[src/rtl/wb_queue_pkg.sv]
// wb_queue_pkg: shared defaults, entry layout and pointer width for the writeback queue
package wb_queue_pkg;
  localparam int WB_ADDR_WIDTH = 5;
  localparam int WB_DATA_WIDTH = 32;
  localparam int WB_DEPTH      = 4;
  localparam int WB_PTR_W      = $clog2(WB_DEPTH);
  typedef struct packed {
    logic                     valid;
    logic [WB_ADDR_WIDTH-1:0] rd;
    logic [WB_DATA_WIDTH-1:0] data;
  } wb_entry_t;
endpackage

[src/rtl/wb_lookup.sv]
// wb_lookup: newest-first match of one operand address against the pending queue entries
module wb_lookup
  import wb_queue_pkg::*;
#(
  parameter int ADDR_WIDTH = WB_ADDR_WIDTH,
  parameter int DATA_WIDTH = WB_DATA_WIDTH,
  parameter int DEPTH      = WB_DEPTH,
  parameter int PW         = $clog2(DEPTH),
  parameter int CW         = $clog2(DEPTH) + 1
) (
  input  logic [DEPTH-1:0]      vld_i,
  input  logic [ADDR_WIDTH-1:0] rd_i   [DEPTH],
  input  logic [DATA_WIDTH-1:0] data_i [DEPTH],
  input  logic [PW-1:0]         head_i,
  input  logic [CW-1:0]         count_i,
  input  logic [ADDR_WIDTH-1:0] addr_i,
  output logic                  hit_o,
  output logic [DATA_WIDTH-1:0] data_o
);
  logic [PW-1:0] idx;
  // Walk oldest to newest so a later match overrides an earlier one; x0 never hits
  always_comb begin
    hit_o  = 1'b0;
    data_o = '0;
    idx    = '0;
    for (int k = 0; k < DEPTH; k++) begin
      idx = head_i + PW'(k);
      if (CW'(k) < count_i && vld_i[idx] && rd_i[idx] == addr_i && addr_i != '0) begin
        hit_o  = 1'b1;
        data_o = data_i[idx];
      end
    end
  end
endmodule

[src/rtl/wb_queue.sv]
// wb_queue: writeback FIFO draining into the register-file write port, with operand forwarding; WB_QUEUE_BYPASS_EN enables zero-latency bypass when empty
module wb_queue
  import wb_queue_pkg::*;
#(
  parameter int ADDR_WIDTH = WB_ADDR_WIDTH,
  parameter int DATA_WIDTH = WB_DATA_WIDTH,
  parameter int DEPTH      = WB_DEPTH
) (
  input  logic                       clk,
  input  logic                       reset_n,
  input  logic                       enq_valid,
  output logic                       enq_ready,
  input  logic [ADDR_WIDTH-1:0]      enq_rd,
  input  logic [DATA_WIDTH-1:0]      enq_data,
  input  logic                       flush,
  input  logic                       rf_busy,
  output logic                       rf_we,
  output logic [ADDR_WIDTH-1:0]      rf_waddr,
  output logic [DATA_WIDTH-1:0]      rf_wdata,
  input  logic [ADDR_WIDTH-1:0]      lk_addr1,
  input  logic [ADDR_WIDTH-1:0]      lk_addr2,
  output logic                       lk_hit1,
  output logic                       lk_hit2,
  output logic [DATA_WIDTH-1:0]      lk_data1,
  output logic [DATA_WIDTH-1:0]      lk_data2,
  output logic [$clog2(DEPTH):0]     count
);
  localparam int PW = $clog2(DEPTH);
  localparam int CW = PW + 1;
  logic [PW-1:0]         head_q, head_d, tail_q, tail_d;
  logic [CW-1:0]         count_q, count_d;
  logic [DEPTH-1:0]      vld_q, vld_d;
  logic [ADDR_WIDTH-1:0] rd_q   [DEPTH];
  logic [DATA_WIDTH-1:0] data_q [DEPTH];
  logic                  empty, byp, push, pop, q_hit1, q_hit2;
  logic [DATA_WIDTH-1:0] q_data1, q_data2;
  assign empty     = count_q == '0;
  assign enq_ready = count_q < CW'(DEPTH);
  assign count     = count_q;
`ifdef WB_QUEUE_BYPASS_EN
  assign byp = enq_valid && empty && !rf_busy && !flush && enq_rd != '0;
`else
  assign byp = 1'b0;
`endif
  assign pop      = !empty && !rf_busy;
  assign push     = enq_valid && enq_ready && enq_rd != '0 && !byp && !flush;
  assign rf_we    = byp || pop;
  assign rf_waddr = byp ? enq_rd : empty ? '0 : rd_q[head_q];
  assign rf_wdata = byp ? enq_data : empty ? '0 : data_q[head_q];
  assign lk_hit1  = q_hit1 || (byp && lk_addr1 == enq_rd);
  assign lk_hit2  = q_hit2 || (byp && lk_addr2 == enq_rd);
  assign lk_data1 = (byp && lk_addr1 == enq_rd) ? enq_data : q_data1;
  assign lk_data2 = (byp && lk_addr2 == enq_rd) ? enq_data : q_data2;
  // Next pointers, occupancy and valid bits; flush wins over push and pop
  always_comb begin
    vld_d = vld_q;
    if (pop) vld_d[head_q] = 1'b0;
    if (push) vld_d[tail_q] = 1'b1;
    head_d  = flush ? '0 : head_q + PW'(pop);
    tail_d  = flush ? '0 : tail_q + PW'(push);
    count_d = flush ? '0 : count_q + CW'(push) - CW'(pop);
    vld_d   = flush ? '0 : vld_d;
  end
  // Queue control state with asynchronous clear
  always_ff @(posedge clk or negedge reset_n) begin
    if (!reset_n) begin
      head_q  <= '0;
      tail_q  <= '0;
      count_q <= '0;
      vld_q   <= '0;
    end else begin
      head_q  <= head_d;
      tail_q  <= tail_d;
      count_q <= count_d;
      vld_q   <= vld_d;
    end
  end
  // Entry payload storage; only guarded by the valid bits, so no reset needed
  always_ff @(posedge clk) begin
    if (push) begin
      rd_q[tail_q]   <= enq_rd;
      data_q[tail_q] <= enq_data;
    end
  end
  wb_lookup #(.ADDR_WIDTH(ADDR_WIDTH), .DATA_WIDTH(DATA_WIDTH), .DEPTH(DEPTH)) u_lk1 (
    .vld_i(vld_q), .rd_i(rd_q), .data_i(data_q), .head_i(head_q), .count_i(count_q),
    .addr_i(lk_addr1), .hit_o(q_hit1), .data_o(q_data1)
  );
  wb_lookup #(.ADDR_WIDTH(ADDR_WIDTH), .DATA_WIDTH(DATA_WIDTH), .DEPTH(DEPTH)) u_lk2 (
    .vld_i(vld_q), .rd_i(rd_q), .data_i(data_q), .head_i(head_q), .count_i(count_q),
    .addr_i(lk_addr2), .hit_o(q_hit2), .data_o(q_data2)
  );
endmodule

[config.mk]
export PLATFORM = sky130hd
export DESIGN_NAME = wb_queue
export DESIGN_NICKNAME = d
export VERILOG_FILES = /design/src/rtl/wb_queue_pkg.sv /design/src/rtl/wb_lookup.sv /design/src/rtl/wb_queue.sv
export SDC_FILE = /design/constraint.sdc
export NUM_CORES = 1
export LEC_CHECK = 0
export ABC_AREA = 1
export CAP_MARGIN = 25
export CORE_MARGIN = 2
export CORE_UTILIZATION = 45
export CTS_CLUSTER_SIZE = 10
export DETAILED_ROUTE_END_ITERATION = 10
export DONT_BUFFER_PORTS = 1
export MAX_ROUTING_LAYER = met4
export PLACE_DENSITY = 0.71
export SYNTH_ARGS = -nofsm -noshare
export SYNTH_HDL_FRONTEND = slang
export SYNTH_SLANG_ARGS = --single-unit
[constraint.sdc]
create_clock -name clk -period 3.5 [get_ports clk]
set_input_delay 0.525 -clock clk [delete_from_list [all_inputs] [get_ports clk]]
set_output_delay 0.525 -clock clk [all_outputs]
set_load 0.02 [all_outputs]
==> impl_results.md <==
- CTS Buf Count: 17
- H-tree levels: 4
- Reg clk slew, reported paths: 0.08 ns
- Mapped Cells: 1,785
- PwrDens: 669.6 nW/um^2
- Final hold viol count: 0
- DR iter-0 viols: approximately 1,500
- Starting Density: around 46%
- End of the critical path: lk_data1[15]
- Vias in the first global route: 11,660
- DIE AREA: ~30,000 um^2
- Ys Warns: 0
- Worst hold path class: in2reg
- Synth unique cells: 36
- Initial antenna violation count: 0
- Pre-antenna DRT Iters: 6
- Port bufs: 0
- Area Overhead vs Synth: 16.49%
- Synth Register Bits: roughly 160
- Root Buffer: clkbuf_16
- Diodes inserted: 0
- Post-route ant nets: 0
- Cell row count: 61
- Fmax: a little under 300 MHz
- DP HPWL: between 20 and 30 mm
- Via count: between 10,000 and 15,000
- Clock Latency Late Sink: 0.45 ns
- Clk_skew: approximately 0.016 ns
- Nets@finish: 1,874
- Slew margin rel.: between 50% and 60%
- Commonest non-fill, non-tap cell in the layout: nand2_1
- VDD IR-drop max: between 0.0004 and 0.0005 V
- Power, Total: 9.975 mW
- Maxcap violations: 0
- Post-synthesis sequential area ratio: between 30% and 40%
- Final worst slack: slightly below 0.06 ns
- Non-Filler Instances: 2,202
- Outcome: complete, no violations
- Routed len/inst: a little under 20 um
- Final Setup Violations: 0
- Gr usage total: roughly 28%
- Final instance area: between 10,000 and 15,000 um^2
- CP Class: reg2out
- Worst hold margin: roughly 0.13 ns
- Avg Synthesized Cell Area: between 7 and 8 um^2
- Die W: 172.6 um
- Boundary Pins: 160
- Via density: about 5.7
- Setup crit end kind: output port
- Setup TNS: 0 ns
- Worst-margin pin slew: roughly 0.73 ns
- Mapped cell area: 12,790 um^2
- Largest net degree at the start of global routing: 110
- Die span in y: ~170 um
- Clk sinks: approximately 160
- Crit path launch type: flop
- Final count of pins violating max slew: 0
- Final Wtd Congestion: just over 0.9
- Final WL: between 40 and 50 mm
- R2R depth: 11
- Most frequent cells in the layout: nand2_1, nor2_1, nand3_1
- Min cycle time layout: 3.442 ns
- Worst r2r dst: count[2]
- Period utilization: 98.34%
- Core area: ~28,000 um^2
- Total grt overflow: 0
- CP startpoint: head_q[0]
- R2r startpoint: count[2]
- Setup slack, reg-to-reg: approximately 1.3 ns
- Share of cells above drive strength 1: between 10% and 20%
- CP arrival: between 2 and 3 ns
- CTS tree: built
- Syn nets: between 1,500 and 2,000
- DP Cell Count: 2,151
- Longest Clk Path Bufs: 2
- Place WS: between 0.2 and 0.3 ns
- Leakage: ~6.6 nW
- Post-DP Area: approximately 14,000 um^2
- DRC viols: 0
- First-pass GRT wire length: about 64 mm
- WP data required: between 2 and 3 ns
- Final core utilization: between 50% and 60%
- Crit path max fanout: 15
==> synthesized netlist by cell type (all sizes together) <==
cell	instances	share of area, %
o2111ai	1	0.068
dfrtp	11	2.2
clkbuf	34	1.0
o21ai	140	5.5
nor3	7	0.27
inv	179	5.3
nand3	206	8.5
fa	1	0.16
a21oi	32	1.3
xor2	7	0.48
o21a	47	2.8
mux2i	71	5.6
edfxtp	148	35
buf	87	4.2
nand3b	2	0.12
nor2	229	7.1
nand4	65	3.2
nand2	425	12
o21ba	2	0.16
or2	78	3.8
ha	10	0.98
xnor2	3	0.21
==> flip-flops by register name, summed over array words and instances, names as in the netlist <==
name,count
tail_q,2
head_q,2
rd_q,20
count,3
vld_q,4
data_q,128
==> area by class of cell <==
class,instances,area (um^2)
Multi-Input combinational cell,1326,6964
Inverter,179,694.4
Tap cell,378,473.0
Sequential cell,159,4726
Fill cell,2582,12960
Timing Repair Buffer,128,1440
Clock buffer,19,432.9
Clock inverter,13,166.4
==> kinds of logic after synthesis <==
family                   share of synthesized area [%]
multiplexers                                     5.557
AO/OA/AOI/OAI                                    9.745
adder cells (fa/ha/maj)                          1.135
flip-flops                                       36.90
AND/OR/NAND/NOR                                  35.45
buffers and inverters                            10.53
XOR/XNOR                                        0.6849
==> where the power goes <==
group / total (mW) / switching (mW) / internal (mW)
clock network: 1.91 / 0.791 / 1.12
registers: 2.25 / 0.0709 / 2.18
logic: 5.81 / 3.95 / 1.86
==> worst max-delay path, cell delays in order (launching register included) <==
cell,delay (ns)
dfrtp_4,0.46
inv_6,0.06
ha_4,0.33
buf_12,0.15
nand3_1,0.15
nand2_1,0.13
nand2_1,0.09
a21oi_4,0.25
buf_4,0.18
buf_8,0.17
nand4_1,0.11
nand3_1,0.14
a21oi_1,0.09
buf_4,0.16
==> worst min-delay path by stage <==
stage               startpoint   endpoint  cells past startpoint
finish                   flush   vld_q[1]                      1
global route             flush   vld_q[1]                      1
CTS                      flush   vld_q[1]                      1
detailed placement     reset_n  tail_q[1]                      0
global placement       reset_n  tail_q[1]                      0
floorplan              reset_n   count[0]                      0
==> timing repair <==
action	4_1_cts	5_1_grt
setup endpoints to repair	55	66
resized for setup	13	74
hold buffers	1	0
gates cloned	0	6
pin swaps	2	9
buffers inserted	4	8
endpoints found under the hold margin	11	0
==> layer usage <==
metal	GRT usage, %	wire length (um)	up-vias
met5	-	0	-
met4	10.97	1683	0
met3	5.937	3764	127
met2	45.80	19910	654
met1	33.78	17000	5872
li1	-	-	5950
No activity file was read; power rests on OpenSTA's default activity.
